<file path="config.mk">
export PLATFORM = sky130hd
export DESIGN_NAME = dlx_hazard_ctrl_flat
export DESIGN_NICKNAME = d
export VERILOG_FILES = /design/src/rtl/dlx_hazard_ctrl_if.sv /design/src/rtl/dlx_hazard_ctrl.sv /design/src/flat_wrapper.sv
export SDC_FILE = /design/constraint.sdc
export NUM_CORES = 1
export LEC_CHECK = 0
export CAP_MARGIN = 20
export CORE_MARGIN = 1
export CORE_UTILIZATION = 50
export CTS_CLUSTER_SIZE = 10
export DETAILED_ROUTE_END_ITERATION = 10
export PLACE_DENSITY = 0.76
export REMOVE_ABC_BUFFERS = 1
export SYNTH_ARGS = -nofsm -noshare
export SYNTH_HDL_FRONTEND = slang
export SYNTH_SLANG_ARGS = --single-unit
</file>
<file path="constraint.sdc">
create_clock -name clock -period 2.45 [get_ports clock]
set_input_delay 0.49 -clock clock [delete_from_list [all_inputs] [get_ports clock]]
set_output_delay 0.49 -clock clock [all_outputs]
set_load 0.005 [all_outputs]
</file>
<file path="src/rtl/dlx_hazard_ctrl_if.sv">
// -----------------------------------------------------------------------------
// dlx_hazard_ctrl_if
// Bundle between the DLX pipeline datapath (master) and the hazard controller
// (slave).
//   master drives : mem_ready, id_valid, id_rs1/2, id_use_rs1/2, id_rd,
//                   id_wr_en, id_is_load, ex_redirect
//   slave drives  : stall_id, hold_all, flush_if, flush_id, fwd_a_sel,
//                   fwd_b_sel, stall_count, flush_count
// -----------------------------------------------------------------------------
interface dlx_hazard_ctrl_if #(
    parameter int RA_W  = 5,
    parameter int CNT_W = 16
);
    logic             mem_ready;
    logic             id_valid;
    logic [RA_W-1:0]  id_rs1;
    logic [RA_W-1:0]  id_rs2;
    logic             id_use_rs1;
    logic             id_use_rs2;
    logic [RA_W-1:0]  id_rd;
    logic             id_wr_en;
    logic             id_is_load;
    logic             ex_redirect;

    logic             stall_id;
    logic             hold_all;
    logic             flush_if;
    logic             flush_id;
    logic [1:0]       fwd_a_sel;
    logic [1:0]       fwd_b_sel;
    logic [CNT_W-1:0] stall_count;
    logic [CNT_W-1:0] flush_count;

    modport master (
        output mem_ready, id_valid, id_rs1, id_rs2, id_use_rs1, id_use_rs2,
               id_rd, id_wr_en, id_is_load, ex_redirect,
        input  stall_id, hold_all, flush_if, flush_id, fwd_a_sel, fwd_b_sel,
               stall_count, flush_count
    );

    modport slave (
        input  mem_ready, id_valid, id_rs1, id_rs2, id_use_rs1, id_use_rs2,
               id_rd, id_wr_en, id_is_load, ex_redirect,
        output stall_id, hold_all, flush_if, flush_id, fwd_a_sel, fwd_b_sel,
               stall_count, flush_count
    );
endinterface

</file>
<file path="src/rtl/dlx_hazard_ctrl.sv">
// -----------------------------------------------------------------------------
// dlx_hazard_ctrl
// Hazard detection, forwarding-select generation and flush control for a
// five-stage DLX pipeline. A shadow copy of the EX/MEM/WB destination info is
// kept here so the datapath only has to present the ID instruction.
//
// Ports:
//   clock  : rising-edge clock
//   reset  : synchronous, active-high
//   bus    : dlx_hazard_ctrl_if.slave (ID fields, mem_ready, ex_redirect in;
//            stall/flush/hold, forward selects, event counters out)
//
// Configuration:
//   DLX_HAZARD_FWD_EN defined   -> forwarding datapath present; only load-use
//                                  hazards stall, forward selects are live.
//   DLX_HAZARD_FWD_EN undefined -> no forwarding; any in-flight producer of a
//                                  used source stalls, forward selects are 00.
// -----------------------------------------------------------------------------
module dlx_hazard_ctrl #(
    parameter int RA_W  = 5,
    parameter int CNT_W = 16
) (
    input logic              clock,
    input logic              reset,
    dlx_hazard_ctrl_if.slave bus
);

    localparam logic [CNT_W-1:0] CNT_MAX = '1;
    localparam int EX  = 0;
    localparam int MEM = 1;
    localparam int WB  = 2;

`ifdef DLX_HAZARD_FWD_EN
    // With forwarding only EX and MEM producers matter at ID.
    localparam int HIT_DEPTH = 2;
`else
    localparam int HIT_DEPTH = 3;
`endif

    typedef struct packed {
        logic            valid;
        logic [RA_W-1:0] rd;
        logic            wr_en;
        logic            is_load;
    } entry_t;

    entry_t                 shadow_q [3];
    entry_t                 id_entry;
    logic                   use_a;
    logic                   use_b;
    logic [HIT_DEPTH-1:0]   hit_a;
    logic [HIT_DEPTH-1:0]   hit_b;
    logic                   accept_redirect;
    logic                   stall_raw;
    logic                   stall_id;
    logic                   enter_ex;
    logic [CNT_W-1:0]       stall_cnt_q;
    logic [CNT_W-1:0]       flush_cnt_q;

    // A shadow entry only produces a value if it is a real instruction that
    // writes a register other than r0; a r0 source therefore never matches.
    function automatic logic is_hit(input entry_t e, input logic used,
                                    input logic [RA_W-1:0] src);
        return used && e.valid && e.wr_en && (e.rd != '0) && (e.rd == src);
    endfunction

    // Hazard detection. A redirect squashes the ID instruction anyway, so it
    // overrides any stall; while memory is busy the redirect is not accepted.
    always_comb begin
        use_a = bus.id_valid && bus.id_use_rs1;
        use_b = bus.id_valid && bus.id_use_rs2;
        for (int i = 0; i < HIT_DEPTH; i++) begin
            hit_a[i] = is_hit(shadow_q[i], use_a, bus.id_rs1);
            hit_b[i] = is_hit(shadow_q[i], use_b, bus.id_rs2);
        end
        accept_redirect = bus.ex_redirect && bus.mem_ready;
`ifdef DLX_HAZARD_FWD_EN
        stall_raw = shadow_q[EX].is_load && (hit_a[EX] || hit_b[EX]);
`else
        stall_raw = (|hit_a) || (|hit_b);
`endif
        stall_id = stall_raw && !accept_redirect;
        enter_ex = bus.id_valid && !stall_id && !accept_redirect;

        id_entry.valid   = 1'b1;
        id_entry.rd      = bus.id_rd;
        id_entry.wr_en   = bus.id_wr_en;
        id_entry.is_load = bus.id_is_load;
    end

    assign bus.stall_id = stall_id;
    assign bus.hold_all = !bus.mem_ready;
    assign bus.flush_if = accept_redirect;
    assign bus.flush_id = accept_redirect;

    // Shadow pipeline: advances with the real pipeline, frozen while memory
    // is busy; stalled or flushed ID slots become bubbles in EX.
    always_ff @(posedge clock) begin
        if (reset) begin
            for (int i = 0; i < 3; i++) begin
                shadow_q[i] <= '0;
            end
        end else if (bus.mem_ready) begin
            shadow_q[WB]  <= shadow_q[MEM];
            shadow_q[MEM] <= shadow_q[EX];
            shadow_q[EX]  <= enter_ex ? id_entry : '0;
        end
    end

`ifdef DLX_HAZARD_FWD_EN
    logic [1:0] fwd_a_q;
    logic [1:0] fwd_b_q;

    // Selection is made at ID but names the stage the producer will occupy
    // once this instruction is in EX: today's EX producer sits in MEM (01),
    // today's MEM producer sits in WB (10). The youngest match wins.
    function automatic logic [1:0] pick_src(input logic hit_ex, input logic hit_mem);
        if (hit_ex) begin
            return 2'b01;
        end else if (hit_mem) begin
            return 2'b10;
        end
        return 2'b00;
    endfunction

    always_ff @(posedge clock) begin
        if (reset) begin
            fwd_a_q <= 2'b00;
            fwd_b_q <= 2'b00;
        end else if (bus.mem_ready) begin
            fwd_a_q <= enter_ex ? pick_src(hit_a[EX], hit_a[MEM]) : 2'b00;
            fwd_b_q <= enter_ex ? pick_src(hit_b[EX], hit_b[MEM]) : 2'b00;
        end
    end

    assign bus.fwd_a_sel = fwd_a_q;
    assign bus.fwd_b_sel = fwd_b_q;
`else
    assign bus.fwd_a_sel = 2'b00;
    assign bus.fwd_b_sel = 2'b00;
`endif

    // Saturating event counters; a frozen pipeline neither stalls nor
    // flushes, so nothing is counted while memory is busy.
    always_ff @(posedge clock) begin
        if (reset) begin
            stall_cnt_q <= '0;
            flush_cnt_q <= '0;
        end else if (bus.mem_ready) begin
            if (stall_id && (stall_cnt_q != CNT_MAX)) begin
                stall_cnt_q <= stall_cnt_q + 1'b1;
            end
            if (accept_redirect && (flush_cnt_q != CNT_MAX)) begin
                flush_cnt_q <= flush_cnt_q + 1'b1;
            end
        end
    end

    assign bus.stall_count = stall_cnt_q;
    assign bus.flush_count = flush_cnt_q;

endmodule
</file>
<file path="src/flat_wrapper.sv">
// flat-port wrapper written by rule: the top's interface ports become plain ports
module dlx_hazard_ctrl_flat 
#(
    parameter int RA_W  = 5,
    parameter int CNT_W = 16
)
  (clock, reset, bus_mem_ready, bus_id_valid, bus_id_rs1, bus_id_rs2, bus_id_use_rs1, bus_id_use_rs2, bus_id_rd, bus_id_wr_en, bus_id_is_load, bus_ex_redirect, bus_stall_id, bus_hold_all, bus_flush_if, bus_flush_id, bus_fwd_a_sel, bus_fwd_b_sel, bus_stall_count, bus_flush_count);
  dlx_hazard_ctrl_if #(.RA_W(RA_W), .CNT_W(CNT_W)) bus_i ();
  input logic clock;
  input logic reset;
  input wire logic [$bits(bus_i.mem_ready)-1:0] bus_mem_ready;
  input wire logic [$bits(bus_i.id_valid)-1:0] bus_id_valid;
  input wire logic [$bits(bus_i.id_rs1)-1:0] bus_id_rs1;
  input wire logic [$bits(bus_i.id_rs2)-1:0] bus_id_rs2;
  input wire logic [$bits(bus_i.id_use_rs1)-1:0] bus_id_use_rs1;
  input wire logic [$bits(bus_i.id_use_rs2)-1:0] bus_id_use_rs2;
  input wire logic [$bits(bus_i.id_rd)-1:0] bus_id_rd;
  input wire logic [$bits(bus_i.id_wr_en)-1:0] bus_id_wr_en;
  input wire logic [$bits(bus_i.id_is_load)-1:0] bus_id_is_load;
  input wire logic [$bits(bus_i.ex_redirect)-1:0] bus_ex_redirect;
  output wire logic [$bits(bus_i.stall_id)-1:0] bus_stall_id;
  output wire logic [$bits(bus_i.hold_all)-1:0] bus_hold_all;
  output wire logic [$bits(bus_i.flush_if)-1:0] bus_flush_if;
  output wire logic [$bits(bus_i.flush_id)-1:0] bus_flush_id;
  output wire logic [$bits(bus_i.fwd_a_sel)-1:0] bus_fwd_a_sel;
  output wire logic [$bits(bus_i.fwd_b_sel)-1:0] bus_fwd_b_sel;
  output wire logic [$bits(bus_i.stall_count)-1:0] bus_stall_count;
  output wire logic [$bits(bus_i.flush_count)-1:0] bus_flush_count;
  assign bus_i.mem_ready = bus_mem_ready;
  assign bus_i.id_valid = bus_id_valid;
  assign bus_i.id_rs1 = bus_id_rs1;
  assign bus_i.id_rs2 = bus_id_rs2;
  assign bus_i.id_use_rs1 = bus_id_use_rs1;
  assign bus_i.id_use_rs2 = bus_id_use_rs2;
  assign bus_i.id_rd = bus_id_rd;
  assign bus_i.id_wr_en = bus_id_wr_en;
  assign bus_i.id_is_load = bus_id_is_load;
  assign bus_i.ex_redirect = bus_ex_redirect;
  assign bus_stall_id = bus_i.stall_id;
  assign bus_hold_all = bus_i.hold_all;
  assign bus_flush_if = bus_i.flush_if;
  assign bus_flush_id = bus_i.flush_id;
  assign bus_fwd_a_sel = bus_i.fwd_a_sel;
  assign bus_fwd_b_sel = bus_i.fwd_b_sel;
  assign bus_stall_count = bus_i.stall_count;
  assign bus_flush_count = bus_i.flush_count;
  dlx_hazard_ctrl #(.RA_W(RA_W), .CNT_W(CNT_W)) u_core (.clock(clock), .reset(reset), .bus(bus_i));
endmodule
</file>
==> results.md <==
- R2R cell count: 9
- Critical path peak fanout: 2
- Synth area leader: dfxtp_1
- Gr usage total: 0.223
- Tcrit/Tclk final: 1.02
- Total core area: 0.00524 sq mm
- Crit end category: output pin
- Critical Path AT: 2.00 ns
- Die Ht: 76.5 microns
- Clock Pin Slew Worst Setup and Hold Paths: 0.09 ns
- Largest net degree at the start of global routing: 31
- Post-Route WL: 6370 microns
- Clock skew: 0.00713 ns
- Fraction of registers with async set or reset after synthesis: 0
- Rows: 26
- Die area: 0.00584 sq mm
- Synth Area in XOR/XNOR: 0.145
- Total gr overflow: 0
- RSZ-0062 raised after global routing: yes
- Root Buffer: clkbuf_8
- Worst setup SP type: register
- Total power: 1.70 mW
- Cells after synthesis: 282
- H-tree levels: 2
- Synthesized area: 0.00277 sq mm
- Max cap viols: 0
- Post-synthesis mux area share: 0.0235
- First-pass GRT wire length: 10300 microns
- Crit Path Class: reg -> out
- Pwr/cell area: 449 mW/mm^2
- Final hold viol count: 0
- Share of the synthesized area in the top cell type: 0.231
- Finished Core Util: 0.725
- Compound-cell area share of the yosys netlist: 0.0745
- Pre-antenna DRT Iters: 4
- Initial core utilization: 0.529
- Reg area: 0.00127 sq mm
- Leak: 1.41 nW
- Diode count: 0
- Antenna Nets Post-Route: 0
- Area Growth Syn to Fin: 37.0%
- Worst-Skew Late Latency: 0.30 ns
- Critical Path Stages: 6
- Required time of the worst setup path: 1.96 ns
- Hold path depth: 2
- Average size of a mapped cell: 9.83 sq um
- Failing checks: setup timing
- Slowest cell delay on critical path: 0.52 ns
- Initial antenna violation count: 0
- Yosys cell types: 41
- CTS Hold Buffers Added: 0
- Max-slew violation count: 0
- Worst Setup Slack, final: -0.0401 ns
- Clk sink count: 53
- Peak VDD IR: 0.449 mV
- Seq cells post-synth: 53
- GP Congestion: 0.839
- Total CTS buffers: 5
- Max Fclk: 0.402 GHz
- Synth Warn #: 0
- Vias per cell: 5.33
- Detailed Route Iter0 Violations: 83
- Adder-cell area share of the yosys netlist: 0.00903
- Final setup violation count: 1
- Fillers: 445
- Via Count: 2360
- Crit path cell chain: or4_1 -> o211ai_1 -> o22ai_2 -> nor2_2 -> nor2_1 -> clkbuf_2
- Slowest stage cell, crit path: or4_1
- Crit path buffers/inverters: 1
- Crit path max-delay family: simple AND/OR/NAND/NOR gates
- Status: finished, violations left
- Area contributors post-synth: dfxtp_1 23%, edfxtp_1 23%, xnor2_1 7.3%
- Worst R2R Setup Slack: 0.02 ns
- Detail Placement HPWL: 4670 microns
- Post-synth EDFFs: 21
- Top Ports: 64
- Max Root-Sink Buffers: 2
- Simple-Gate Fraction of Synth Area: 0.256
- Wire per inst: 14.4 microns
- CTS tree: done
- Share of cells above drive strength 1: 0.169
- Hold Crit Class: reg -> reg
- Die width: 76.5 microns
- Main synth FF type: dfxtp_1
- Combinational family with the most area after synthesis: simple AND/OR/NAND/NOR gates
- Nets@finish: 398
- Multi-input gate area: 0.00150 sq mm
- Vias in the first global route: 2234
- Fin crit period: 2.49 ns
- DRC viols: 0
- IO buf count: 58
- Sequential fraction of the synthesis area: 0.459
==> through the flow <==
step | setup TNS, ns | std cells | cell area (sq um) | hold WS [ns] | setup WS, ns
after floorplan | 0 | 272 | 2710 | 0.475 | 0.261
after global placement | -7.00 | 430 | 3600 | 0.475 | -0.564
after detailed placement | -8.27 | 430 | 3600 | 0.494 | -0.588
after CTS | -0.176 | 443 | 3770 | 0.508 | -0.176
after global routing | -0.310 | 443 | 3800 | 0.532 | -0.155
final | -0.0401 | 443 | 3800 | 0.503 | -0.0401
==> layout by cell type, fill, tap and decap left out, types with 2 or more instances in the layout <==
cell type        Yosys  routed
dfxtp_1             32      32
buf_4                5      32
xor2_1              23      23
o21bai_4             0       2
edfxtp_1            21      21
or3_1                9       9
conb_1               1       4
mux2i_1              2       2
clkbuf_8             0       5
mux2_2               4       4
nand2_1             13      13
and4_1               4       4
buf_6                1       2
nor4_1               4       4
inv_1                3       3
a21oi_1             10      10
o31ai_1              3       3
and2_1              21      21
or4_1                7       6
o211ai_1             3       3
xnor2_1             23      19
dlygate4sd2_1        0       9
nor2b_1              4       4
nor3_1               2       2
and3_1               3       3
ha_1                 2       2
o21ai_0              8       8
xnor2_2              0       4
nor2_1              28      27
nand3_1             13      13
nand4_1             12      12
clkdlybuf4s50_1      0      48
==> kinds of logic (layout without fill, tap and decap cells) <==
logic type      Yosys count  in the layout
buf+inv                  16            103
xor+xnor                 46             46
simple gates            127            127
fa+ha+maj                 2              2
flops                    53             53
other cells               1              4
compound gates           31             32
mux                       6              6
==> synth_stat cells (all sizes together) (2+ instances only) <==
library cell,instances
and3,3
or4,7
buf,6
and4,4
clkbuf,7
inv,3
o21ai,8
or3,9
xnor2,23
a21oi,11
nor3b,2
dfxtp,32
xor2,23
nor4,4
nor2,28
edfxtp,21
and2,22
o21bai,2
nand2,13
mux2,4
mux2i,2
nor3,2
ha,2
nor2b,4
o211ai,3
nand4,12
nand3,13
o31ai,3
==> report_power, final <==
| part | internal [mW] | switching [mW] | leakage [nW] | total (mW) |
|---|---|---|---|---|
| combinational | 0.114 | 0.0892 | 0.869 | 0.204 |
| clock | 0.263 | 0.280 | 0.0534 | 0.543 |
| sequential | 0.938 | 0.0182 | 0.491 | 0.956 |
| total | 1.32 | 0.388 | 1.41 | 1.70 |
==> layout make-up <==
type,instances,area share
clock inverters,1,0.00132
clock buffers,7,0.0257
flip-flops and latches,53,0.335
inverters,3,0.00297
multi-input cells,217,0.394
well taps,70,0.0231
repair buffers,92,0.218
==> registers in the layout, summed over array words and instances (netlist names) <==
| signal | flops |
|---|---|
| u_core.bus.stall_count | 16 |
| u_core.bus.flush_count | 16 |
| u_core.shadow_q | 21 |
==> metal layers <==
metal,vias to the layer above,GRT usage,part of all wire
met2,51,0.343,0.46
met4,0,0.0808,0.015
met1,1124,0.308,0.49
li1,1177,-,-
met3,8,0.0467,0.041
met5,-,0,0
==> path summary, 6_finish.rpt <==
check | from | end
max reg2reg | u_core.shadow_q[0][12]$_SDFFCE_PN0P_ | u_core.bus.stall_count[6]$_SDFFE_PP0P_
min | u_core.bus.stall_count[13]$_SDFFE_PP0P_ | u_core.bus.stall_count[13]$_SDFFE_PP0P_
min reg2reg | u_core.bus.stall_count[13]$_SDFFE_PP0P_ | u_core.bus.stall_count[13]$_SDFFE_PP0P_
max | u_core.shadow_q[0][4]$_SDFFCE_PN0P_ | bus_stall_id
==> timing repair <==
action                     CTS  global route
resized for setup           17             7
setup endpoints to repair   17            11
cloned                       1             0
setup buffers                5             2
pin swaps                   13             8
==> tightest hold or removal path: cells and delay by family (launching register included) <==
kind,cells,cell delay [ns]
AOI/OAI and AO/OA,2,0.12
DFF,1,0.34
Note: power is estimated with default switching activity, not from simulation.
